$ cat src/rtl/volume_title_square_pkg.sv
// Shared types and VGA coordinate widths for the sliding title rectangle.
package volume_title_square_pkg;

  localparam int PIX_W = 11;  // VGA pixel coordinate width
  localparam int POS_W = 12;  // signed on-screen position width

  typedef enum logic [1:0] {
    HIDDEN    = 2'd0,
    SLIDE_IN  = 2'd1,
    HOLD      = 2'd2,
    SLIDE_OUT = 2'd3
  } state_e;

endpackage

$ cat src/rtl/volume_title_square.sv
// Title rectangle that slides down into view, holds for a number of frames,
// then slides back up off-screen; produces a registered per-pixel hit test.
module volume_title_square
  import volume_title_square_pkg::*;
#(
  parameter int OBJECT_WIDTH  = 128,
  parameter int OBJECT_HEIGHT = 16,
  parameter int TOP_X         = 256,
  parameter int TARGET_Y      = 40,
  parameter int START_Y       = -16,
  parameter int SLIDE_STEP    = 2,
  parameter int HOLD_FRAMES   = 120
) (
  input  logic                                 clk,
  input  logic                                 reset,
  input  logic [PIX_W-1:0]                     pixelX,
  input  logic [PIX_W-1:0]                     pixelY,
  input  logic                                 startOfFrame,
  input  logic                                 showTitle,
  output logic [PIX_W-1:0]                     offsetX,
  output logic [PIX_W-1:0]                     offsetY,
  output logic                                 InsideRectangle,
  output logic                                 busy,
  output state_e                               dbg_state,
  output logic signed [POS_W-1:0]              dbg_top_y,
  output logic [$clog2(HOLD_FRAMES+1)-1:0]     dbg_hold_cnt
);

  localparam int HC_W = $clog2(HOLD_FRAMES + 1);

  localparam logic signed [POS_W-1:0] START_Y_S  = POS_W'(START_Y);
  localparam logic signed [POS_W-1:0] TARGET_Y_S = POS_W'(TARGET_Y);
  localparam logic signed [POS_W-1:0] STEP_S     = POS_W'(SLIDE_STEP);
  localparam logic [HC_W-1:0]         HOLD_LAST  = HC_W'(HOLD_FRAMES - 1);

  // One extra bit so that bounds like TOP_X+OBJECT_WIDTH never wrap.
  localparam logic signed [POS_W:0] X_LO  = (POS_W+1)'(TOP_X);
  localparam logic signed [POS_W:0] X_HI  = (POS_W+1)'(TOP_X + OBJECT_WIDTH);
  localparam logic signed [POS_W:0] OBJ_H = (POS_W+1)'(OBJECT_HEIGHT);
  localparam logic [PIX_W-1:0]      X_LO_PIX = PIX_W'(TOP_X);

  state_e                  state, state_nx;
  logic signed [POS_W-1:0] top_y, top_y_nx;
  logic [HC_W-1:0]         hold_cnt, hold_cnt_nx;
  logic signed [POS_W-1:0] y_up, y_dn;

  always_ff @(posedge clk or posedge reset) begin
    if (reset) begin
      state    <= HIDDEN;
      top_y    <= START_Y_S;
      hold_cnt <= '0;
    end else begin
      state    <= state_nx;
      top_y    <= top_y_nx;
      hold_cnt <= hold_cnt_nx;
    end
  end

  // showTitle is a single-cycle request; nothing is latched if the current
  // state ignores it.
  always_comb begin
    state_nx    = state;
    top_y_nx    = top_y;
    hold_cnt_nx = hold_cnt;
    y_up        = top_y + STEP_S;
    y_dn        = top_y - STEP_S;
    case (state)
      HIDDEN: begin
        if (showTitle) begin
          state_nx = SLIDE_IN;
          top_y_nx = START_Y_S;
        end
      end
      SLIDE_IN: begin
        if (startOfFrame) begin
          if (y_up >= TARGET_Y_S) begin
            state_nx    = HOLD;
            top_y_nx    = TARGET_Y_S;
            hold_cnt_nx = '0;
          end else begin
            top_y_nx = y_up;
          end
        end
      end
      HOLD: begin
        if (showTitle) begin
          hold_cnt_nx = '0;
        end else if (startOfFrame) begin
          if (hold_cnt >= HOLD_LAST) begin
            state_nx = SLIDE_OUT;
          end else begin
            hold_cnt_nx = hold_cnt + HC_W'(1);
          end
        end
      end
      SLIDE_OUT: begin
        if (showTitle) begin
          // Reverse direction; a coincident frame pulse also moves it down.
          state_nx = SLIDE_IN;
          if (startOfFrame) begin
            top_y_nx = (y_up >= TARGET_Y_S) ? TARGET_Y_S : y_up;
          end
        end else if (startOfFrame) begin
          if (y_dn <= START_Y_S) begin
            state_nx = HIDDEN;
            top_y_nx = START_Y_S;
          end else begin
            top_y_nx = y_dn;
          end
        end
      end
      default: begin
        state_nx = HIDDEN;
      end
    endcase
  end

  logic signed [POS_W:0] px_s, py_s, ty_s;
  logic                  hit;
  logic [PIX_W-1:0]      off_x, off_y;

  always_comb begin
    px_s  = {2'b00, pixelX};
    py_s  = {2'b00, pixelY};
    ty_s  = {top_y[POS_W-1], top_y};
    hit   = (state != HIDDEN) &&
            (px_s >= X_LO) && (px_s < X_HI) &&
            (py_s >= ty_s) && (py_s < ty_s + OBJ_H);
    off_x = pixelX - X_LO_PIX;
    off_y = pixelY - top_y[PIX_W-1:0];
  end

  always_ff @(posedge clk or posedge reset) begin
    if (reset) begin
      InsideRectangle <= 1'b0;
      offsetX         <= '0;
      offsetY         <= '0;
    end else begin
      InsideRectangle <= hit;
      offsetX         <= hit ? off_x : '0;
      offsetY         <= hit ? off_y : '0;
    end
  end

  assign busy         = (state != HIDDEN);
  assign dbg_state    = state;
  assign dbg_top_y    = top_y;
  assign dbg_hold_cnt = hold_cnt;

endmodule

$ cat config.mk
export PLATFORM = sky130hd
export DESIGN_NAME = volume_title_square
export DESIGN_NICKNAME = d
export VERILOG_FILES = /design/src/rtl/volume_title_square_pkg.sv /design/src/rtl/volume_title_square.sv
export SDC_FILE = /design/constraint.sdc
export NUM_CORES = 1
export LEC_CHECK = 0
export ABC_AREA = 1
export CAP_MARGIN = 0
export CELL_PAD_IN_SITES_DETAIL_PLACEMENT = 0
export CELL_PAD_IN_SITES_GLOBAL_PLACEMENT = 1
export CORE_ASPECT_RATIO = 1.75
export CORE_UTILIZATION = 38
export CTS_CLUSTER_SIZE = 24
export DETAILED_ROUTE_END_ITERATION = 8
export HOLD_SLACK_MARGIN = 0.06
export PLACE_DENSITY = 0.92
export SLEW_MARGIN = 20
export SYNTH_ARGS = -nofsm -noshare
export SYNTH_HDL_FRONTEND = slang
export SYNTH_SLANG_ARGS = --single-unit
$ cat constraint.sdc
create_clock -name clk -period 2.7 [get_ports clk]
set_input_delay 0.54 -clock clk [delete_from_list [all_inputs] [get_ports clk]]
set_output_delay 0.54 -clock clk [all_outputs]
set_load 0.005 [all_outputs]
Yosys cells after proc, flatten, opt, wreduce, memory -nomap -nowiden

Cells that the tools add are included.

Output and inout port bits: 45
Input bits: 26
Register bits: 44
Logic and storage cells: 68

Mux-type cells: 25
$lt $le $gt $ge: 7
Add/subtract/negate cells: 6
Reductions and logical operators: 11
Equality and inequality tests: 13

Operator list:

| operator              | count |
|---|---|
| $mux 12               | 6 |
| $pmux 12 s3           | 1 |
| $mux 7                | 5 |
| $mux 11               | 2 |
| $mux 2                | 9 |
| $pmux 7 s2            | 1 |
| $add 12x6->13 const B | 1 |
| $lt 12x13->1          | 1 |
| $add 12x3->12 const B | 1 |
| $ge 12x12->1          | 1 |
| $ge 12x7->1 const B   | 1 |
| $le 12x5->1 const B   | 1 |
| $ne 2x2->1 const B    | 6 |
| $ne 3x3->1 const B    | 4 |
| $sub 12x3->12 const B | 1 |
| $ge 11x9->1 const B   | 1 |
| $lt 11x9->1 const B   | 1 |
| $sub 11x11->11        | 1 |
| $sub 11x9->11 const B | 1 |
| $pmux 2 s4            | 1 |
| $reduce_and 8->1      | 1 |
| $add 7x1->7 const B   | 1 |
| $ge 7x7->1 const B    | 1 |
| $reduce_and 5->1      | 1 |
| 7 further kinds       | 12 |

Longest topological paths before layout

Depth in word-level cells: 6
Gate-level depth with buffers: 15

Worst setup path after synthesis

Ideal clock, no wire load.

Path kind: reg-to-reg
Start point: register top_y[4], in the netlist dbg_top_y[4]
End point: register offsetY[0]
Setup time: 0.072 ns
Stages on the path, launching flop included: 13
Required time: 2.628 ns
Period minus slack after synthesis: 2.185 ns
Setup slack: 0.515 ns
Arrival time: 2.113 ns
Cell sequence: dfstp_2 > ha_1 > nand3_4 > xor2_1 > ha_1 > a21oi_1 > o21ai_0 > o21bai_1 > nand2_1 > nand2_1 > nand2_1 > buf_2 > nor2_1

Cells in the longest elaborated chain, start to end: 4
Elaborated cells between the ends (all ways): 6
Those cells by class: add/sub (1); order compare (2); mux (1); reduce/logical (2)

Ends and longest elaborated chain:

| what                                              | RTL line                                               | source |
|---|---|---|
| start: declaration                                | volume_title_square.sv:43                              | `logic signed [POS_W-1:0] top_y, top_y_nx;` |
| start signal: assignment                          | volume_title_square.sv:54                              | `top_y <= top_y_nx;` |
| $add 12x6->13 or $ge 12x12->1 (tied branches)     | volume_title_square.sv:128                             | `(py_s >= ty_s) && (py_s < ty_s + OBJ_H);` |
| $lt 12x13->1 or $logic_and 1x1->1 (tied branches) | volume_title_square.sv:128, volume_title_square.sv:127 |  |
| $logic_and 1x1->1 (*)                             | volume_title_square.sv:128                             |  |
| $mux 11 (*)                                       | volume_title_square.sv:141                             | `offsetY <= hit ? off_y : '0;` |
| end signal: assignment                            | volume_title_square.sv:141                             |  |
| end: declaration                                  | volume_title_square.sv:21                              | `output logic [PIX_W-1:0] offsetY,` |

Mark *: on every way between the ends. The rest lies on a longest branch, timed or not.
A chain may end at the register's enable or synchronous reset.

Worst setup path in the final report

Start point: register top_y[5], in the netlist dbg_top_y[5]
End point: register offsetY[10]

Cells in the longest elaborated chain, start to end: 4
Elaborated cells between the ends (all ways): 7
Those cells by class: add/sub (2); order compare (2); mux (1); reduce/logical (2)

Ends and longest elaborated chain:

| what                                              | RTL line |
|---|---|
| $add 12x6->13 or $ge 12x12->1 (tied branches)     | volume_title_square.sv:128 |
| $lt 12x13->1 or $logic_and 1x1->1 (tied branches) | volume_title_square.sv:128, volume_title_square.sv:127 |
| $logic_and 1x1->1                                 | volume_title_square.sv:128 |
| $mux 11 (*)                                       | volume_title_square.sv:141 |

Marks and branches as above.

==> impl_metrics.ini <==
[pwr]
p_clk_share_pct = 35.6
intPower_mw = 1.20
p_leak_nw = 2.29
switchingPower_uw = 531
vdd_drop_max_v = 0.000279
p_seq_share_pct = 40.6
p_per_area_nw_per_um2 = 373
combPwrFrac_pct = 23.9
switching_share_pct = 30.6

[setup_path]
r2r_end = offsetY[10]$_DFF_PP0_
reg2reg_depth = 12
r2r_slack_ns = 0.21
crit_start = dbg_top_y[5]$_DFFE_PP1P_
cpMaxStageDelayCell = dfstp_2
endpoint_kind = flip-flop
path_cells = ha_1 -> nand3_4 -> xor2_1 -> ha_1 -> nand2_1 -> o21ai_0 -> o21bai_1 -> nand2_1 -> nand2_1 -> nand2_1 -> buf_12 -> nor2_1
critPathRequiredTime_ns = 2.87
cp-start-kind = flip-flop
rr_startpoint = dbg_top_y[5]$_DFFE_PP1P_
cpMostUsedCell = nand2_1
critPathKind = flip-flop to flip-flop
cp_data_arrival_time_ns = 2.66
critPathMaxStageDelay_ns = 0.53
crit_fanout = 21

[detailed_routing]
wl_um = 10200
drt_iter0_drc = 164
vias = 3523
wl_met1_um = 3610
drc_errors = 0
route.met3.wl_um = 396
top_layer = met4
vias_per_cell = 4.98
route.met2.wl_um = 5650
ant_nets = 0
wl_per_cell_um = 14.4
drtPass1Iterations = 4

[floorplanning]
start_util_pct = 39.5
die-area_um2 = 9910
placeableCoreArea_um2 = 9150
row_count = 46
io_pins = 71
die_width_um = 75.7
die_h_um = 131

[finish]
multi_input_area_um2 = 2140
fillers = 889
num_antenna_cells = 0
regArea_um2 = 1110
finalInstanceArea_um2 = 4640
nets = 644
syn2layout_area_growth_pct = 28.5
final_util_pct = 50.7
fin_cells = 708
drive_gt1_share_pct = 9.35

[placed_design]
routabilityCongestion = 0.882
dp_hpwl_um = 8130
placed_cells = 700
numPortBuffers = 70
postPlaceCellArea_um2 = 4490

[clock_network]
cts_tree = built
path_clk_slew_ns = 0.07
cts_root_buf = clkbuf_16
clock-sinks = 44
clk-insertion-delay-late_ns = 0.30
max-clock-path-buffers = 2
cts-htree-levels = 2
ctsHoldBuffers = 0
cts_buffers = 5

[timing]
clock.fmax_mhz = 402
clock_skew_ns = 0.0120
rsz0062_at_grt = false
fin_crit_sh_pct = 92.1
setup_viol = 0
holdWs_ns = 0.542
drv_slew = 0
fin_tns_setup_ns = 0
final_hold_viol_count = 0
period_minus_slack_ns = 2.49

[min_path]
hold_depth = 2
holdPathEnd = dbg_hold_cnt[5]$_DFFE_PP0P_
worstHoldPathType = flip-flop to flip-flop
hold_path_startpoint = dbg_hold_cnt[5]$_DFFE_PP0P_

[logic_synthesis]
postSynthAreaPerCell_um2 = 7.08
ys_types = 43
postSynthCellCount = 510
synth_flop_cell = dfrtp_1
yosysWarnings = 0
yosysTopAreaCell = dfrtp_1
netlist_top_cells_area = dfrtp_1, nand2_1, ha_1
synth_top_cell_area_share_pct = 24.9
synth-seq-area-share_pct = 30.8
synth_area_um2 = 3610
synth_edf_count = 0
synth_seq_cells = 44
async_flop_share_pct = 100

[grt]
antenna_found_initial = 0
grt_pass1_vias = 3438
grt_pass1_wl_um = 16100
grt_usage_pct = 21.9
grt_max_degree = 45
overflow = 0

[flow_run]
maxCapViolCount = 0

[status]
status = finished clean
flip-flops by register name, summed over array words and instances, names as in the netlist:
register / cells
dbg_top_y: 12
offsetX: 11
offsetY: 11
dbg_hold_cnt: 7
dbg_state: 2
InsideRectangle: 1
logic make-up (layout without fill, tap and decap cells):
group,count (synthesis),after routing,share of synthesized area (%)
flops,44,44,30.8
xor+xnor,19,19,4.61
compound gates,72,72,11.5
fa+ha+maj,31,31,10.9
other cells,1,2,0.104
buf+inv,86,163,10.5
simple gates,257,257,31.6
cell type report:
| type | count | area share (%) |
|---|---|---|
| Multi-Input combinational cell | 381 | 46.1 |
| Sequential cell | 44 | 23.9 |
| Timing Repair Buffer | 85 | 18.1 |
| Inverter | 70 | 5.66 |
| Tap cell | 120 | 3.23 |
| Clock buffer | 6 | 2.78 |
| Clock inverter | 2 | 0.269 |
worst max-delay path, delay by kind of cell, from the launching register on:
| kind | cells | cell delay (ns) |
|---|---|---|
| compound gates | 2 | 0.43 |
| xor+xnor | 1 | 0.16 |
| fa+ha+maj | 2 | 0.64 |
| buf+inv | 1 | 0.16 |
| flops | 1 | 0.53 |
| simple gates | 6 | 0.44 |
power by group through the flow:
stage | clock [mW] | sequential (mW) | combinational (mW)
6_report | 0.616 | 0.703 | 0.414
2_1_floorplan | 0 | 0.709 | 0.257
5_1_grt | 0.648 | 0.706 | 0.462
3_5_place_dp | 0 | 0.715 | 0.410
3_3_place_gp | 0 | 0.714 | 0.403
4_1_cts | 0.625 | 0.703 | 0.413
synth_stat cells (2+ instances only):
| cell type | number |
|---|---|
| inv_1 | 65 |
| xnor2_1 | 5 |
| nor3_1 | 3 |
| o21ai_0 | 17 |
| xor2_1 | 14 |
| dfrtp_1 | 36 |
| nor2_2 | 4 |
| ha_1 | 30 |
| nand2_2 | 6 |
| a31oi_1 | 4 |
| nand3_1 | 43 |
| a21oi_1 | 34 |
| buf_6 | 5 |
| o221ai_1 | 2 |
| buf_4 | 3 |
| buf_2 | 5 |
| nand2_1 | 118 |
| nor2_1 | 68 |
| o211ai_1 | 2 |
| o21ai_1 | 2 |
| nand4_1 | 5 |
| clkbuf_1 | 3 |
| o21bai_1 | 3 |
| nand3_2 | 2 |
| nand3_4 | 2 |
| a22oi_1 | 2 |
| inv_2 | 4 |
| dfstp_2 | 8 |
worst max path at each step:
stage                     depth (start not counted)               endpoint
after floorplan                                  12   offsetY[0]$_DFF_PP0_
after global placement                           14   offsetY[7]$_DFF_PP0_
after detailed placement                         14   offsetY[7]$_DFF_PP0_
after CTS                                        12   offsetY[7]$_DFF_PP0_
after global routing                             14   offsetY[7]$_DFF_PP0_
final                                            12  offsetY[10]$_DFF_PP0_
metal layers:
layer,vias up,global-route usage (%)
met5,-,0
met4,0,13.1
met3,36,3.14
met2,105,41.0
met1,1589,21.9
li1,1793,-
cell usage in the layout, fill, tap and decap left out, types with 3 or more instances in the layout:
master           count
nand2_1            118
clkdlybuf4s50_1     70
nor2_1              68
inv_1               64
nand3_1             43
dfrtp_1             36
a21oi_1             34
ha_1                29
o21ai_0             17
xor2_1              14
buf_4               13
dfstp_2              8
nand2_2              6
xnor2_1              5
nand4_1              5
clkbuf_16            5
a31oi_1              4
inv_2                4
nor2_2               4
o21bai_1             3
nor3_1               3
stage by stage:
stage,setup WS [ns],power (mW)
after CTS,0.221,1.74
after floorplan,0.515,0.966
after global placement,0.0945,1.12
final,0.214,1.73
after global routing,0.0146,1.82
after detailed placement,0.0674,1.12
what timing repair did:
| action | in CTS | in global routing |
|---|---|---|
| buffers inserted | 0 | 0 |
| resized for setup | 0 | 1 |
| endpoints found under the setup margin | 0 | 1 |
Note: power is estimated with default switching activity, not from simulation.
==> edit, RTL diff (config.mk and constraints unchanged) <==
Add an input register stage for `pixelX`, `pixelY`, `startOfFrame` and `showTitle`; this delays them by one clock. Comments in the files are not updated.
--- a/src/rtl/volume_title_square.sv
+++ b/src/rtl/volume_title_square.sv
@@ -39,6 +39,18 @@
   localparam logic signed [POS_W:0] OBJ_H = (POS_W+1)'(OBJECT_HEIGHT);
   localparam logic [PIX_W-1:0]      X_LO_PIX = PIX_W'(TOP_X);
 
+  logic [PIX_W-1:0] pixelX_q;
+  logic [PIX_W-1:0] pixelY_q;
+  logic startOfFrame_q;
+  logic showTitle_q;
+
+  always_ff @(posedge clk) begin
+    pixelX_q       <= pixelX;
+    pixelY_q       <= pixelY;
+    startOfFrame_q <= startOfFrame;
+    showTitle_q    <= showTitle;
+  end
+
   state_e                  state, state_nx;
   logic signed [POS_W-1:0] top_y, top_y_nx;
   logic [HC_W-1:0]         hold_cnt, hold_cnt_nx;
@@ -66,13 +78,13 @@
     y_dn        = top_y - STEP_S;
     case (state)
       HIDDEN: begin
-        if (showTitle) begin
+        if (showTitle_q) begin
           state_nx = SLIDE_IN;
           top_y_nx = START_Y_S;
         end
       end
       SLIDE_IN: begin
-        if (startOfFrame) begin
+        if (startOfFrame_q) begin
           if (y_up >= TARGET_Y_S) begin
             state_nx    = HOLD;
             top_y_nx    = TARGET_Y_S;
@@ -83,9 +95,9 @@
         end
       end
       HOLD: begin
-        if (showTitle) begin
+        if (showTitle_q) begin
           hold_cnt_nx = '0;
-        end else if (startOfFrame) begin
+        end else if (startOfFrame_q) begin
           if (hold_cnt >= HOLD_LAST) begin
             state_nx = SLIDE_OUT;
           end else begin
@@ -94,13 +106,13 @@
         end
       end
       SLIDE_OUT: begin
-        if (showTitle) begin
+        if (showTitle_q) begin
           // Reverse direction; a coincident frame pulse also moves it down.
           state_nx = SLIDE_IN;
-          if (startOfFrame) begin
+          if (startOfFrame_q) begin
             top_y_nx = (y_up >= TARGET_Y_S) ? TARGET_Y_S : y_up;
           end
-        end else if (startOfFrame) begin
+        end else if (startOfFrame_q) begin
           if (y_dn <= START_Y_S) begin
             state_nx = HIDDEN;
             top_y_nx = START_Y_S;
@@ -120,14 +132,14 @@
   logic [PIX_W-1:0]      off_x, off_y;
 
   always_comb begin
-    px_s  = {2'b00, pixelX};
-    py_s  = {2'b00, pixelY};
+    px_s  = {2'b00, pixelX_q};
+    py_s  = {2'b00, pixelY_q};
     ty_s  = {top_y[POS_W-1], top_y};
     hit   = (state != HIDDEN) &&
             (px_s >= X_LO) && (px_s < X_HI) &&
             (py_s >= ty_s) && (py_s < ty_s + OBJ_H);
-    off_x = pixelX - X_LO_PIX;
-    off_y = pixelY - top_y[PIX_W-1:0];
+    off_x = pixelX_q - X_LO_PIX;
+    off_y = pixelY_q - top_y[PIX_W-1:0];
   end
 
   always_ff @(posedge clk or posedge reset) begin
Check against the original RTL: not equivalent (a bounded check fails within 4 cycles, from zero or initial values and one cycle with reset high).
==> edit against the unedited design <==
- highest routed layer unchanged
- setup slack better by 0.0015 ns
- sequential cell count up 24
- synthesized area up 14%
- utilization up 0.35 points
- via count up 8.6%
- routed wire length up 9.5%
- non-clock buffer count down 2
- critical endpoint is now offsetX[6]$_DFF_PP0_
- cell area up 14%
Power is not compared: it rests on default switching activity, and its combinational part moved more than twofold at a synthesized area within 25%.
==> edit: results (changes against the unedited design) <==
vias per cell 5.15 (was 4.98); skew final 0.00856 ns (was 0.0120 ns); area of the multi-input gates 2200 µm² (was 2140 µm²); asr flop ratio synth 64.7% (was 100%); initial antenna violation count 0 (unchanged); Final Net Count 668 (was 644); met3 usage 3.54% (was 3.14%); GPL Wtd Cong 0.898 (was 0.882); register area 1590 µm² (was 1110 µm²); gr usage total 21.5% (was 21.9%); worst-path fanout max 20 (was 21); Tcrit/Tclk final 92.0% (was 92.1%); Yosys reg bits 68 (was 44); # clk buffers 11 (was 6); Yosys cell types 40 (was 43); number of DRC markers in iteration 0 205 (was 164); inverters 60 (was 70); met2 global-route usage 39.8% (was 41.0%); count of non-CTS buffers in the layout 83 (was 85); clk cell area share 5.86% (was 3.05%); H-tree levels 3 (was 2); Hold Crit Start pixelX_q[1]$_DFF_P_ (was dbg_hold_cnt[5]$_DFFE_PP0P_); Multi-In Gates 389 (was 381); placed wire-length estimate 8650 µm (was 8130 µm); global-route wire length before repair 18,400 µm (was 16,100 µm); pre-CTS WS 0.221 ns (was 0.0674 ns); vias in the first global route 3,936 (was 3,438); GR Layer Usage met1 21.2% (was 21.9%); top cells by area, synth dfrtp_1 (22%), dfxtp_1 (12%), nand2_1 (11%) (was dfrtp_1 (25%), nand2_1 (12%), ha_1 (10%)); leak pwr 2.52 nW; CP Data Arrival Time 2.72 ns (was 2.66 ns); Min-Delay Endpoint offsetX[1]$_DFF_PP0_ (was dbg_hold_cnt[5]$_DFFE_PP0P_); clk_lat worst skew 0.34 ns (was 0.30 ns); total wire length 11,100 µm (was 10,200 µm); layout cells sized above 1 10.9% (was 9.35%); commonest cells in the netlist nand2_1 (124), inv_1 (56), nor2_1 (45) (was nand2_1 (118), nor2_1 (68), inv_1 (65)); Detail Route met3 WL 342 µm (was 396 µm); Met2 Wirelength 6100 µm (was 5650 µm); Worst R2R End offsetX[6]$_DFF_PP0_ (was offsetY[10]$_DFF_PP0_); met1 WL 4140 µm (was 3610 µm); status finished clean (unchanged); Signal buf overhead 15.3% (was 18.1%); filler instances 966 (was 889); register area share after synthesis 38.8% (was 30.8%); worst hold path depth 1 (was 2); clock-pin slew of the registers on the worst-case setup and hold paths 0.06 ns; CTS Buf Count 9 (was 5); P_clk 0.00125 W; kind of cell adding the most delay to the critical path simple AND/OR/NAND/NOR gates (was adder cells)
edit: through the flow:
stage / cell area (µm²) / total power (W) / hold WS [ns] / util [%] / std cells
final: 5290 / 0.00557 / 0.450 / 51.1 / 743
after global routing: 5290 / 0.00602 / 0.455 / 51.1 / 743
after CTS: 5290 / 0.00558 / 0.450 / 51.0 / 743
after detailed placement: 4980 / 0.00431 / 0.445 / 48.0 / 727
after global placement: 4980 / 0.00427 / 0.439 / 48.0 / 727
after floorplan: 4110 / 0.00339 / 0.437 / - / 534
edit: what timing repair did:
action / 4_1_cts / 5_1_grt
resized for setup: 0 / 2
endpoints found under the setup margin: 0 / 3
buffers inserted: 0 / 0
endpoints found under the hold margin: 0 / 0
edit: logic make-up (layout without fill, tap and decap cells):
group	count (synthesis)	after routing	share of synthesized area, %
adder cells (fa/ha/maj)	31	31	9.63
AND/OR/NAND/NOR	271	271	31.1
XOR/XNOR	17	17	3.63
buffers and inverters	77	159	7.93
AO/OA/AOI/OAI	68	68	8.84
flip-flops	68	68	38.8
other	1	2	0.0914
